File: config.mk
export PLATFORM = sky130hd
export DESIGN_NAME = dma_copy_engine
export DESIGN_NICKNAME = d
export VERILOG_FILES = /design/src/rtl/dma_pkg.sv /design/src/rtl/dma_regfile.sv /design/src/rtl/dma_copy_engine.sv
export SDC_FILE = /design/constraint.sdc
export NUM_CORES = 1
export LEC_CHECK = 0
export ABC_AREA = 0
export CAP_MARGIN = 25
export CORE_UTILIZATION = 45
export DETAILED_ROUTE_END_ITERATION = 7
export PLACE_DENSITY = 0.78
export REMOVE_ABC_BUFFERS = 1
export SYNTH_ARGS = -nofsm -noshare
export SYNTH_HDL_FRONTEND = slang
export SYNTH_SLANG_ARGS = --single-unit
File: constraint.sdc
create_clock -name clk_i -period 2.52 [get_ports clk_i]
set_input_delay 0.63 -clock clk_i [delete_from_list [all_inputs] [get_ports clk_i]]
set_output_delay 0.63 -clock clk_i [all_outputs]
set_load 0.01 [all_outputs]
File: src/rtl/dma_pkg.sv
// Shared types and register map for the word-copy DMA engine.
// State encoding, register indices, CTRL/STATUS bit positions.
package dma_pkg;

  typedef enum logic [2:0] {
    S_IDLE,
    S_RD_REQ,
    S_RD_WAIT,
    S_WR_REQ,
    S_WR_WAIT
  } dma_state_t;

  localparam int REG_SRC    = 0;
  localparam int REG_DST    = 1;
  localparam int REG_LEN    = 2;
  localparam int REG_CTRL   = 3;
  localparam int REG_STATUS = 4;
  localparam int REG_COUNT  = 5;

  localparam int CTRL_START  = 0;
  localparam int CTRL_ABORT  = 1;
  localparam int CTRL_IRQ_EN = 2;

  localparam int ST_BUSY    = 0;
  localparam int ST_DONE    = 1;
  localparam int ST_ERR     = 2;
  localparam int ST_ABORTED = 3;

  function automatic logic [31:0] be_merge(
    input logic [31:0] old,
    input logic [31:0] wd,
    input logic [3:0]  be
  );
    logic [31:0] r;
    r = old;
    for (int i = 0; i < 4; i++) begin
      if (be[i]) r[8*i +: 8] = wd[8*i +: 8];
    end
    return r;
  endfunction

endpackage

File: src/rtl/dma_regfile.sv
// Slave register window of the DMA engine: decode, storage, W1C status.
// DMA_IRQ_EN adds the writable CTRL.IRQ_EN bit and the irq output.
module dma_regfile
  import dma_pkg::*;
#(
  parameter int WORD_ADDR_BITS = 4,
  parameter int LEN_BITS       = 16
) (
  input  logic                      clk,
  input  logic                      rst_n,
  input  logic [WORD_ADDR_BITS-1:0] read_addr,
  input  logic                      oe,
  output logic [31:0]               data_out,
  output logic                      data_valid,
  input  logic [WORD_ADDR_BITS-1:0] write_addr,
  input  logic [31:0]               data_in,
  input  logic [3:0]                be,
  input  logic                      we,
  output logic                      wack,
  input  logic                      busy,
  input  logic [LEN_BITS-1:0]       count,
  input  logic                      done_set,
  input  logic                      err_set,
  input  logic                      abort_set,
  input  logic                      clr_status,
  output logic [31:0]               src,
  output logic [31:0]               dst,
  output logic [LEN_BITS-1:0]       len,
  output logic                      start_req,
  output logic                      abort_req
`ifdef DMA_IRQ_EN
  ,
  output logic                      irq
`endif
);

  logic wr_src, wr_dst, wr_len;
  logic wr_ctrl, wr_stat;
  logic clr_done, clr_err, clr_abt;
  logic done_q, err_q, abt_q;
  logic irq_en_q;
  logic [31:0] rd_mux;

  assign wr_src  = we && (write_addr == WORD_ADDR_BITS'(REG_SRC));
  assign wr_dst  = we && (write_addr == WORD_ADDR_BITS'(REG_DST));
  assign wr_len  = we && (write_addr == WORD_ADDR_BITS'(REG_LEN));
  assign wr_ctrl = we && (write_addr == WORD_ADDR_BITS'(REG_CTRL)) && be[0];
  assign wr_stat = we && (write_addr == WORD_ADDR_BITS'(REG_STATUS)) && be[0];

  assign clr_done = wr_stat & data_in[ST_DONE];
  assign clr_err  = wr_stat & data_in[ST_ERR];
  assign clr_abt  = wr_stat & data_in[ST_ABORTED];

  always_comb begin
    rd_mux = '0;
    case (read_addr)
      WORD_ADDR_BITS'(REG_SRC):    rd_mux = src;
      WORD_ADDR_BITS'(REG_DST):    rd_mux = dst;
      WORD_ADDR_BITS'(REG_LEN):    rd_mux = 32'(len);
      WORD_ADDR_BITS'(REG_CTRL):   rd_mux[CTRL_IRQ_EN] = irq_en_q;
      WORD_ADDR_BITS'(REG_STATUS): rd_mux[3:0] = {abt_q, err_q, done_q, busy};
      WORD_ADDR_BITS'(REG_COUNT):  rd_mux = 32'(count);
      default: ;
    endcase
  end

  always_ff @(posedge clk or negedge rst_n) begin
    if (!rst_n) begin
      data_out   <= '0;
      data_valid <= 1'b0;
      wack       <= 1'b0;
      start_req  <= 1'b0;
      abort_req  <= 1'b0;
      src        <= '0;
      dst        <= '0;
      len        <= '0;
      done_q     <= 1'b0;
      err_q      <= 1'b0;
      abt_q      <= 1'b0;
    end else begin
      data_valid <= oe;
      data_out   <= oe ? rd_mux : '0;
      wack       <= we;
      start_req  <= wr_ctrl & data_in[CTRL_START];
      abort_req  <= wr_ctrl & data_in[CTRL_ABORT];
      // Programming registers are frozen for the whole transfer
      if (wr_src && !busy) src <= be_merge(src, data_in, be) & 32'hFFFF_FFFC;
      if (wr_dst && !busy) dst <= be_merge(dst, data_in, be) & 32'hFFFF_FFFC;
      if (wr_len && !busy) begin
        for (int i = 0; i < LEN_BITS; i++) begin
          if (be[i/8]) len[i] <= data_in[i];
        end
      end
      // Hardware set beats a same-cycle W1C
      done_q <= done_set  | (done_q & ~(clr_done | clr_status));
      err_q  <= err_set   | (err_q  & ~(clr_err  | clr_status));
      abt_q  <= abort_set | (abt_q  & ~(clr_abt  | clr_status));
    end
  end

`ifdef DMA_IRQ_EN
  always_ff @(posedge clk or negedge rst_n) begin
    if (!rst_n) begin
      irq_en_q <= 1'b0;
    end else if (wr_ctrl) begin
      irq_en_q <= data_in[CTRL_IRQ_EN];
    end
  end

  assign irq = done_q & irq_en_q;
`else
  assign irq_en_q = 1'b0;
`endif

endmodule

File: src/rtl/dma_copy_engine.sv
// Word-copy DMA: slave register window plus a single-outstanding bus master.
// Define DMA_IRQ_EN to get the irq_o done interrupt.
module dma_copy_engine
  import dma_pkg::*;
#(
  parameter int WORD_ADDR_BITS = 4,
  parameter int LEN_BITS       = 16
) (
  input  logic                      clk_i,
  input  logic                      rst_ni,
  input  logic [WORD_ADDR_BITS-1:0] READ_ADDR,
  input  logic                      OE,
  output logic [31:0]               DATA_OUT,
  output logic                      DATA_VALID,
  input  logic [WORD_ADDR_BITS-1:0] WRITE_ADDR,
  input  logic [31:0]               DATA_IN,
  input  logic [3:0]                BE,
  input  logic                      WE,
  output logic                      WACK,
  output logic                      m_req_o,
  input  logic                      m_gnt_i,
  input  logic                      m_rvalid_i,
  input  logic                      m_err_i,
  output logic                      m_we_o,
  output logic [3:0]                m_be_o,
  output logic [31:0]               m_addr_o,
  output logic [31:0]               m_wdata_o,
  input  logic [31:0]               m_rdata_i
`ifdef DMA_IRQ_EN
  ,
  output logic                      irq_o
`endif
);

  logic start_req, abort_req;
  logic done_set, err_set, abort_set;
  logic clr_status, busy;
  logic [31:0] src, dst;
  logic [LEN_BITS-1:0] len;

  dma_state_t state_q, state_d;
  logic [31:0] src_ptr, dst_ptr, dbuf_q;
  logic [LEN_BITS-1:0] count_q;
  logic abort_pend_q, abort_now, last_beat;
  logic launch, rd_cap, wr_adv;
  logic rd_ph, wr_ph;

  dma_regfile #(
    .WORD_ADDR_BITS(WORD_ADDR_BITS),
    .LEN_BITS      (LEN_BITS)
  ) u_regfile (
    .clk       (clk_i),
    .rst_n     (rst_ni),
    .read_addr (READ_ADDR),
    .oe        (OE),
    .data_out  (DATA_OUT),
    .data_valid(DATA_VALID),
    .write_addr(WRITE_ADDR),
    .data_in   (DATA_IN),
    .be        (BE),
    .we        (WE),
    .wack      (WACK),
    .busy      (busy),
    .count     (count_q),
    .done_set  (done_set),
    .err_set   (err_set),
    .abort_set (abort_set),
    .clr_status(clr_status),
    .src       (src),
    .dst       (dst),
    .len       (len),
    .start_req (start_req),
    .abort_req (abort_req)
`ifdef DMA_IRQ_EN
    ,
    .irq       (irq_o)
`endif
  );

  assign busy      = state_q != S_IDLE;
  assign abort_now = abort_pend_q | abort_req;
  assign last_beat = count_q == LEN_BITS'(1);

  assign rd_ph = (state_q == S_RD_REQ) | (state_q == S_RD_WAIT);
  assign wr_ph = (state_q == S_WR_REQ) | (state_q == S_WR_WAIT);

  assign m_req_o   = (state_q == S_RD_REQ) | (state_q == S_WR_REQ);
  assign m_we_o    = wr_ph;
  assign m_be_o    = {4{busy}};
  assign m_addr_o  = rd_ph ? src_ptr : (wr_ph ? dst_ptr : '0);
  assign m_wdata_o = wr_ph ? dbuf_q : '0;

  always_comb begin
    state_d    = state_q;
    done_set   = 1'b0;
    err_set    = 1'b0;
    abort_set  = 1'b0;
    clr_status = 1'b0;
    launch     = 1'b0;
    rd_cap     = 1'b0;
    wr_adv     = 1'b0;
    unique case (state_q)
      S_IDLE: begin
        if (start_req) begin
          if (len != '0) begin
            launch     = 1'b1;
            clr_status = 1'b1;
            state_d    = S_RD_REQ;
          end else begin
            done_set = 1'b1;
          end
        end
      end
      S_RD_REQ: begin
        if (m_gnt_i) state_d = S_RD_WAIT;
      end
      S_RD_WAIT: begin
        if (m_rvalid_i) begin
          if (m_err_i) begin
            err_set = 1'b1;
            state_d = S_IDLE;
          end else begin
            rd_cap = 1'b1;
            if (abort_now) begin
              abort_set = 1'b1;
              state_d   = S_IDLE;
            end else begin
              state_d = S_WR_REQ;
            end
          end
        end
      end
      S_WR_REQ: begin
        if (m_gnt_i) state_d = S_WR_WAIT;
      end
      S_WR_WAIT: begin
        if (m_rvalid_i) begin
          if (m_err_i) begin
            err_set = 1'b1;
            state_d = S_IDLE;
          end else begin
            wr_adv = 1'b1;
            // A completed final word counts as done even if abort is pending
            if (last_beat) begin
              done_set = 1'b1;
              state_d  = S_IDLE;
            end else if (abort_now) begin
              abort_set = 1'b1;
              state_d   = S_IDLE;
            end else begin
              state_d = S_RD_REQ;
            end
          end
        end
      end
      default: state_d = S_IDLE;
    endcase
  end

  always_ff @(posedge clk_i or negedge rst_ni) begin
    if (!rst_ni) begin
      state_q      <= S_IDLE;
      abort_pend_q <= 1'b0;
      src_ptr      <= '0;
      dst_ptr      <= '0;
      dbuf_q       <= '0;
      count_q      <= '0;
    end else begin
      state_q      <= state_d;
      abort_pend_q <= (state_d != S_IDLE) & (abort_pend_q | (abort_req & busy));
      if (launch) begin
        src_ptr <= src;
        dst_ptr <= dst;
        count_q <= len;
      end else if (wr_adv) begin
        src_ptr <= src_ptr + 32'd4;
        dst_ptr <= dst_ptr + 32'd4;
        count_q <= count_q - LEN_BITS'(1);
      end
      if (rd_cap) dbuf_q <= m_rdata_i;
    end
  end

endmodule

==> impl_metrics.toml, run 1 <==
[synth]
synth_cell_types = 56
synthTopCellsByCount = "dfrtp_1, nand2_1, mux2_2"
synth_edf_count = 0
synthArstFlopShare_pct = 100
yosysSeqAreaShare_pct = 51.5
yosysTopAreaCell = "dfrtp_1"
synth_top_area_share_pct = 51.5
avgSynthCellArea_um2 = 10.6
synth_mux_area_share_pct = 11.1
synthAdderAreaFrac_pct = 0.454
ys_ff_latch = 227
synth_top_family_by_area = "simple AND/OR/NAND/NOR gates"
synth_compound_area_share_pct = 14.8
ys.flop_type = "dfrtp_1"
synth.most_common_cell = "dfrtp_1"
synth_warnings = 0
ys_top_cells_by_area = "dfrtp_1, mux2_2, nand2_1"
synth_xor_area_share_pct = 2.62
syn_area_mm2 = 0.0110
synth_cells = 1042
yosys.area_share.simple_pct = 16.5

[final_layout]
drive_gt1_share_pct = 31.2
finalInstanceArea_mm2 = 0.0154
nNetsFinal = 1395
synthToLayoutAreaGrowth_pct = 39.4
fin_util_pct = 64.7
diodes = 0
n_fill_cell = 1784

[clock_tree]
cts_tree = "built"
htree_levels = 1
root_buffer = "clkbuf_16"
clk_latency_ns = 0.52
clk_path_buf_depth = 3
cts_buffers = 24
cts_hold_buffers = 0
cts.sinks = 227
clk_pin_slew_ns = 0.06

[worst_setup_path]
reg2reg_depth = 9
critPathLaunchType = "flop"
slowest_delay_ns = 0.43
r2r_start = "state_q[0]"
worst-path-buf-inv = 4
crit_top_cell = "buf_6"
endpoint_kind = "primary output"
r2r_end = "dst_ptr[5]"
critPathKind = "reg2out"
crit_required_ns = 1.89
arrival_ns = 2.05
crit_fanout = 8
cpMaxStageDelayCell = "dfrtp_2"
r2r_slack_ns = 0.09
crit_family = "buffers and inverters"
crit_chain = "nor2b_4 > nand2_2 > o21ai_4 > buf_6 > buf_12 > buf_6 > a22o_1 > buf_2"

[power_and_ir_drop]
p_int_mw = 9.40
p_clk_share_pct = 29.0
leakage_nw = 6.57
power_density_mw_per_mm2 = 898
total_power_mw = 13.8
p_switching_mw = 4.40
p_sw_share_pct = 31.9
p_comb_share_pct = 27.8
max-vdd-ir-drop_mv = 0.406
power_frac_seq_pct = 43.1

[hold_path]
hold_class = "in2async"

[drt]
drt-pass1-iter-count = 6
vias = 9775
drcViolationCount = 0
avgRoutedWirePerCell_um = 20.5
drt_iter0_drc = 1187
vias_per_cell = 5.95
drt_wl_total_mm = 33.8
ant_nets = 0

[timing]
max_freq_ghz = 0.373
fin_setup_tns_ns = -3.23
timing.hold.ws_ns = 0.0707
relSlewSlack_pct = 35.2
rsz0062_at_grt = "true"
finClkSkew_ns = 0.0138
drv_slew = 0
tightest_slew_ns = 0.968
setup_viol = 43
period_share_pct = 106
hold_viol_final = 0
worst_slack_ns = -0.160
period_minus_slack_ns = 2.68

[global_route]
grt_pass1_wl_mm = 50.6
grt_use_total_pct = 26.0
grt_pass1_vias = 9156
grt_overflow = 0
antenna_found_initial = 0
grt_max_degree = 67

[status]
violations = "negative setup slack"
status = "finished, violations left"

[placement]
place_congestion = 0.929
hpwlAfterDp_mm = 22.9
port_buffers = 184
place_area_mm2 = 0.0139

[floorplan]
rows = 56
core-area_mm2 = 0.0238
dieArea_mm2 = 0.0251
start_util_pct = 46.4
die_w_um = 159
ios = 187
die_h_um = 159

[job]
maxCapViolCount = 0
==> power groups by stage <==
stage	combinational [mW]	sequential (mW)	clock [mW]
CTS	3.54	5.86	4.07
global route	4.16	6.08	4.22
detailed placement	3.50	5.90	0
global placement	3.40	5.85	0
finish	3.84	5.95	4.01
floorplan	1.98	5.55	0
==> layout make-up <==
class                      count  area, um^2  area share, %
sequential                   227        5680           37.0
tap                          319         399           2.60
clock buffer                  32         692           4.50
timing repair buffer         303        3030           19.7
inverter                      14        52.6          0.342
clock inverter                11         213           1.38
multi-input combinational    738        5290           34.4
==> placed cells by master (no fill, tap or decap), drive strengths merged, types with 4 or more instances in the layout <==
cell | synthesis | final
a21oi | 29 | 29
a221o | 4 | 4
a22o | 30 | 30
a22oi | 52 | 52
a31oi | 18 | 18
and2 | 39 | 39
and3 | 11 | 11
and4 | 6 | 6
buf | 18 | 184
bufinv | 0 | 6
clkbuf | 47 | 34
clkdlybuf4s50 | 0 | 115
dfrtp | 227 | 227
ha | 4 | 4
inv | 14 | 14
mux2 | 108 | 108
nand2 | 118 | 118
nand2b | 6 | 6
nand3 | 38 | 38
nand4 | 28 | 28
nor2 | 46 | 46
nor2b | 8 | 9
nor3 | 17 | 17
nor4 | 17 | 17
o211ai | 11 | 11
o21ai | 59 | 59
o221ai | 5 | 5
o311ai | 12 | 12
xnor2 | 13 | 13
xor2 | 20 | 20
==> stage by stage <==
step / worst slack [ns] / cells
2_1_floorplan: -2.27 / 978
6_report: -0.160 / 1644
5_1_grt: -0.200 / 1644
3_5_place_dp: -0.195 / 1565
3_3_place_gp: -0.192 / 1565
4_1_cts: -0.131 / 1628
==> sequential cells by signal, summed over array words and instances, names as in the netlist <==
signal and cells:
u_regfile.done_q 1, u_regfile.data_out 32, u_regfile.abort_req 1, count_q 16, u_regfile.src 30, u_regfile.err_q 1
abort_pend_q 1, state_q 3, u_regfile.wack 1, u_regfile.dst 30, u_regfile.len 16, u_regfile.start_req 1
dbuf_q 32, src_ptr 30, u_regfile.data_valid 1, dst_ptr 30, u_regfile.abt_q 1
==> per-layer routing <==
| layer | track usage (%) | up-vias | part of all wire [%] |
|---|---|---|---|
| li1 | - | 4363 | - |
| met1 | 35.2 | 4771 | 41 |
| met2 | 42.4 | 569 | 47 |
| met3 | 4.55 | 72 | 8.9 |
| met4 | 8.24 | 0 | 2.7 |
| met5 | 0 | - | 0 |
==> what timing repair did <==
action | in CTS | in global routing
setup endpoints to repair | 68 | 179
gates cloned | 3 | 3
pin swaps | 28 | 23
buffers inserted | 17 | 18
resized for setup | 304 | 100
==> kinds of logic after synthesis <==
family,after synthesis
xor gates and xnor gates,33
buffers and inverters,79
muxes,109
other,1
adders and majority gates,4
and+or+nand+nor,353
DFF,227
AOI/OAI and AO/OA,236
==> how the worst max path moves through the flow <==
stage	start	to	slack, ns	cells after the start
floorplan	state_q[0]	count_q[12]	-2.27	4
global placement	m_rvalid_i	dst_ptr[9]	-0.19	8
detailed placement	m_err_i	count_q[12]	-0.19	9
CTS	state_q[2]	m_addr_o[31]	-0.13	8
global route	state_q[1]	m_addr_o[31]	-0.20	8
finish	state_q[1]	m_addr_o[31]	-0.16	8
(Power assumes the default switching activity.)
==> run 2, diff against run 1 <==
ABC_AREA = 1   (was 0)
==> run 2 against run 1 <==
  * The run ends with design-rule violations, negative setup slack left
  * Synthesized cell count is 59% higher
  * Critical endpoint is now m_addr_o[25]
  * Sequential cell count unchanged
  * Hold slack got worse by 0.054 ns
  * Cell area increased by 1.7%
  * Largest cell class unchanged
  * Sequential share of layout area is 0.64 points lower
  * Final cell count grew 35%
  * Wire length rose by 17%
  * Synthesized area grew 10%
  * Worst setup slack better by 0.11 ns
==> impl_metrics.toml, run 2 <==
[synth]
synth_top_family_by_area = "simple AND/OR/NAND/NOR gates"
synth_xor_area_share_pct = 3.10
synth_compound_area_share_pct = 10.8
ys_top_cells_by_area = "dfrtp_1, nand2_1, nor2_1"
yosysTopAreaCell = "dfrtp_1"
synthTopCellsByCount = "nand2_1, dfrtp_1, nor2_1"
syn_area_mm2 = 0.0122
synth_warnings = 0
synthArstFlopShare_pct = 100
synth_mux_area_share_pct = 0
ys.flop_type = "dfrtp_1"
ys_ff_latch = 227
synth_edf_count = 0
synth_cell_types = 38
synth_cells = 1655
synth.most_common_cell = "nand2_1"
synthAdderAreaFrac_pct = 0.412
synth_top_area_share_pct = 46.7
avgSynthCellArea_um2 = 7.35
yosysSeqAreaShare_pct = 46.7
yosys.area_share.simple_pct = 29.9

[floorplan]
rows = 59
core-area_mm2 = 0.0263
ios = 187
die_h_um = 166
die_w_um = 166
start_util_pct = 46.3
dieArea_mm2 = 0.0277

[drt]
drt-pass1-iter-count = 8
ant_nets = 0
drt_wl_total_mm = 39.5
avgRoutedWirePerCell_um = 17.9
drt_iter0_drc = 1051
vias_per_cell = 5.45
drcViolationCount = 21
vias = 12071

[global_route]
grt_overflow = 0
grt_max_degree = 76
antenna_found_initial = 0
grt_use_total_pct = 28.3
grt_pass1_vias = 11605
grt_use_met3_pct = 5.51
grtUsageMet2_pct = 45.1
grt_pass1_wl_mm = 62.3
grt_busiest_layer = "met2"
grt_util_met1_pct = 39.7

[power_and_ir_drop]
p_comb_share_pct = 41.1
power_frac_seq_pct = 36.5
p_int_mw = 9.56
max-vdd-ir-drop_mv = 0.679
power_density_mw_per_mm2 = 1030
p_clk_share_pct = 22.5
leakage_nw = 7.58
p_switching_mw = 6.58
p_sw_share_pct = 40.8

[worst_setup_path]
critPathLaunchType = "flop"
crit_chain = "buf_6 > nor2_4 > nand2_2 > nand2_4 > inv_8 > buf_16 > o22ai_2 > buf_2"
r2r_start = "u_regfile.len[14]"
endpoint_kind = "primary output"
reg2reg_depth = 9
arrival_ns = 1.94
slowest_delay_ns = 0.44
cpMaxStageDelayCell = "dfrtp_2"
crit_family = "buffers and inverters"
crit_fanout = 16
crit_required_ns = 1.89
worst-path-buf-inv = 4
critPathKind = "reg2out"
critical_path_depth = 8
startpoint = "state_q[0]"

[final_layout]
final_cell_mix = "nand2_1, dfrtp_1, inv_1"
instances_no_fill = 2213
multi_input_area_mm2 = 0.00566
seqCellArea_mm2 = 0.00568
final_common_cell = "nand2_1"
n_fill_cell = 2372
drive_gt1_share_pct = 13.2
diodes = 0
synthToLayoutAreaGrowth_pct = 28.6
top_regs = "dbuf_q: 32 flops, u_regfile.data_out: 32 flops"
nNetsFinal = 1948

[timing]
tightest_slew_ns = 0.656
worst_slack_ns = -0.0453
rsz0062_at_grt = "true"
period_share_pct = 102
drv_slew = 0
hold_viol_final = 0
finClkSkew_ns = 0.0152
setup_viol = 27
timing.hold.ws_ns = 0.0172
relSlewSlack_pct = 56.2
max_freq_ghz = 0.390
period_minus_slack_ns = 2.57

[job]
maxCapViolCount = 0

[status]
status = "finished, violations left"
violations = "design-rule violations, negative setup slack"

[placement]
place_congestion = 0.962
placedCellCount = 2158
port_buffers = 184
hpwlAfterDp_mm = 28.5

[clock_tree]
clk_path_buf_depth = 3
cts.sinks = 227
cts_hold_buffers = 0
clk_latency_ns = 0.53
clk_pin_slew_ns = 0.06
htree_levels = 1
cts_tree = "built"
cts_buffers = 25
root_buffer = "clkbuf_16"

[hold_path]
hold_class = "in2async"
-- run 2: final cells by class --
type,instances,share of cell area [%]
flip-flops and latches,227,36.4
multi-input cells,1155,36.2
repair buffers,251,14.7
inverters,201,4.89
clock buffers,36,4.71
well taps,335,2.68
clock inverters,8,0.456
-- run 2: routing by layer --
| metal | share of wire [%] | vias up |
|---|---|---|
| li1 | - | 5676 |
| met4 | 2.3 | 0 |
| met2 | 45 | 559 |
| met5 | 0 | - |
| met1 | 43 | 5776 |
| met3 | 9.4 | 60 |
-- run 2: per-stage QoR --
step	instance area [um^2]	power (mW)	setup TNS [ns]	worst slack, ns	util [%]
after global routing	15600	17.2	-2.81	-0.109	59.5
after detailed placement	14700	12.2	-0.0247	-0.0197	55.9
after floorplan	11800	9.02	-79.80	-1.18	-
after CTS	15400	15.6	-0.00928	-0.00483	58.8
final	15600	16.1	-0.623	-0.0453	59.5
after global placement	14700	12.0	0	0.0779	55.9
-- run 2: cell families (layout without fill, tap and decap cells) --
| family | after synthesis | after routing |
|---|---|---|
| buf+inv | 274 | 496 |
| xor+xnor | 43 | 43 |
| other cells | 1 | 2 |
| compound gates | 235 | 235 |
| flops | 227 | 227 |
| fa+ha+maj | 4 | 4 |
| simple gates | 871 | 871 |
-- run 2: power groups by stage --
stage	registers, mW	logic, mW	clock network [mW]
after floorplan	5.57	3.46	0
final	5.88	6.63	3.62
after detailed placement	5.88	6.29	0
after global placement	5.85	6.13	0
after global routing	6.02	7.31	3.83
after CTS	5.82	6.13	3.69
-- run 2: final timing paths --
path                       slack (ns)                  end
max in group asynchronous        1.69    u_regfile.len[13]
min in group clk_i               0.50     u_regfile.len[2]
setup / recovery                -0.05         m_addr_o[25]
hold reg to reg                  0.50     u_regfile.len[2]
hold / removal                   0.02  u_regfile.start_req
setup reg to reg                 0.23          src_ptr[18]
-- run 2: worst register-to-register path, stage by stage (launching register included) --
cell and delay (ns):
dfrtp_1 0.42, nor2_1 0.13, nand2_1 0.09, nor2_1 0.33, nand2_1 0.15, nand2_2 0.24, nand2_2 0.15, inv_2 0.49
nand2_1 0.13, nand3_1 0.11
-- run 2: repair_timing --
item	CTS	global route
cloned	1	1
setup endpoints to repair	67	57
pin swaps	5	7
gates resized for setup	287	50
buffers inserted	9	1
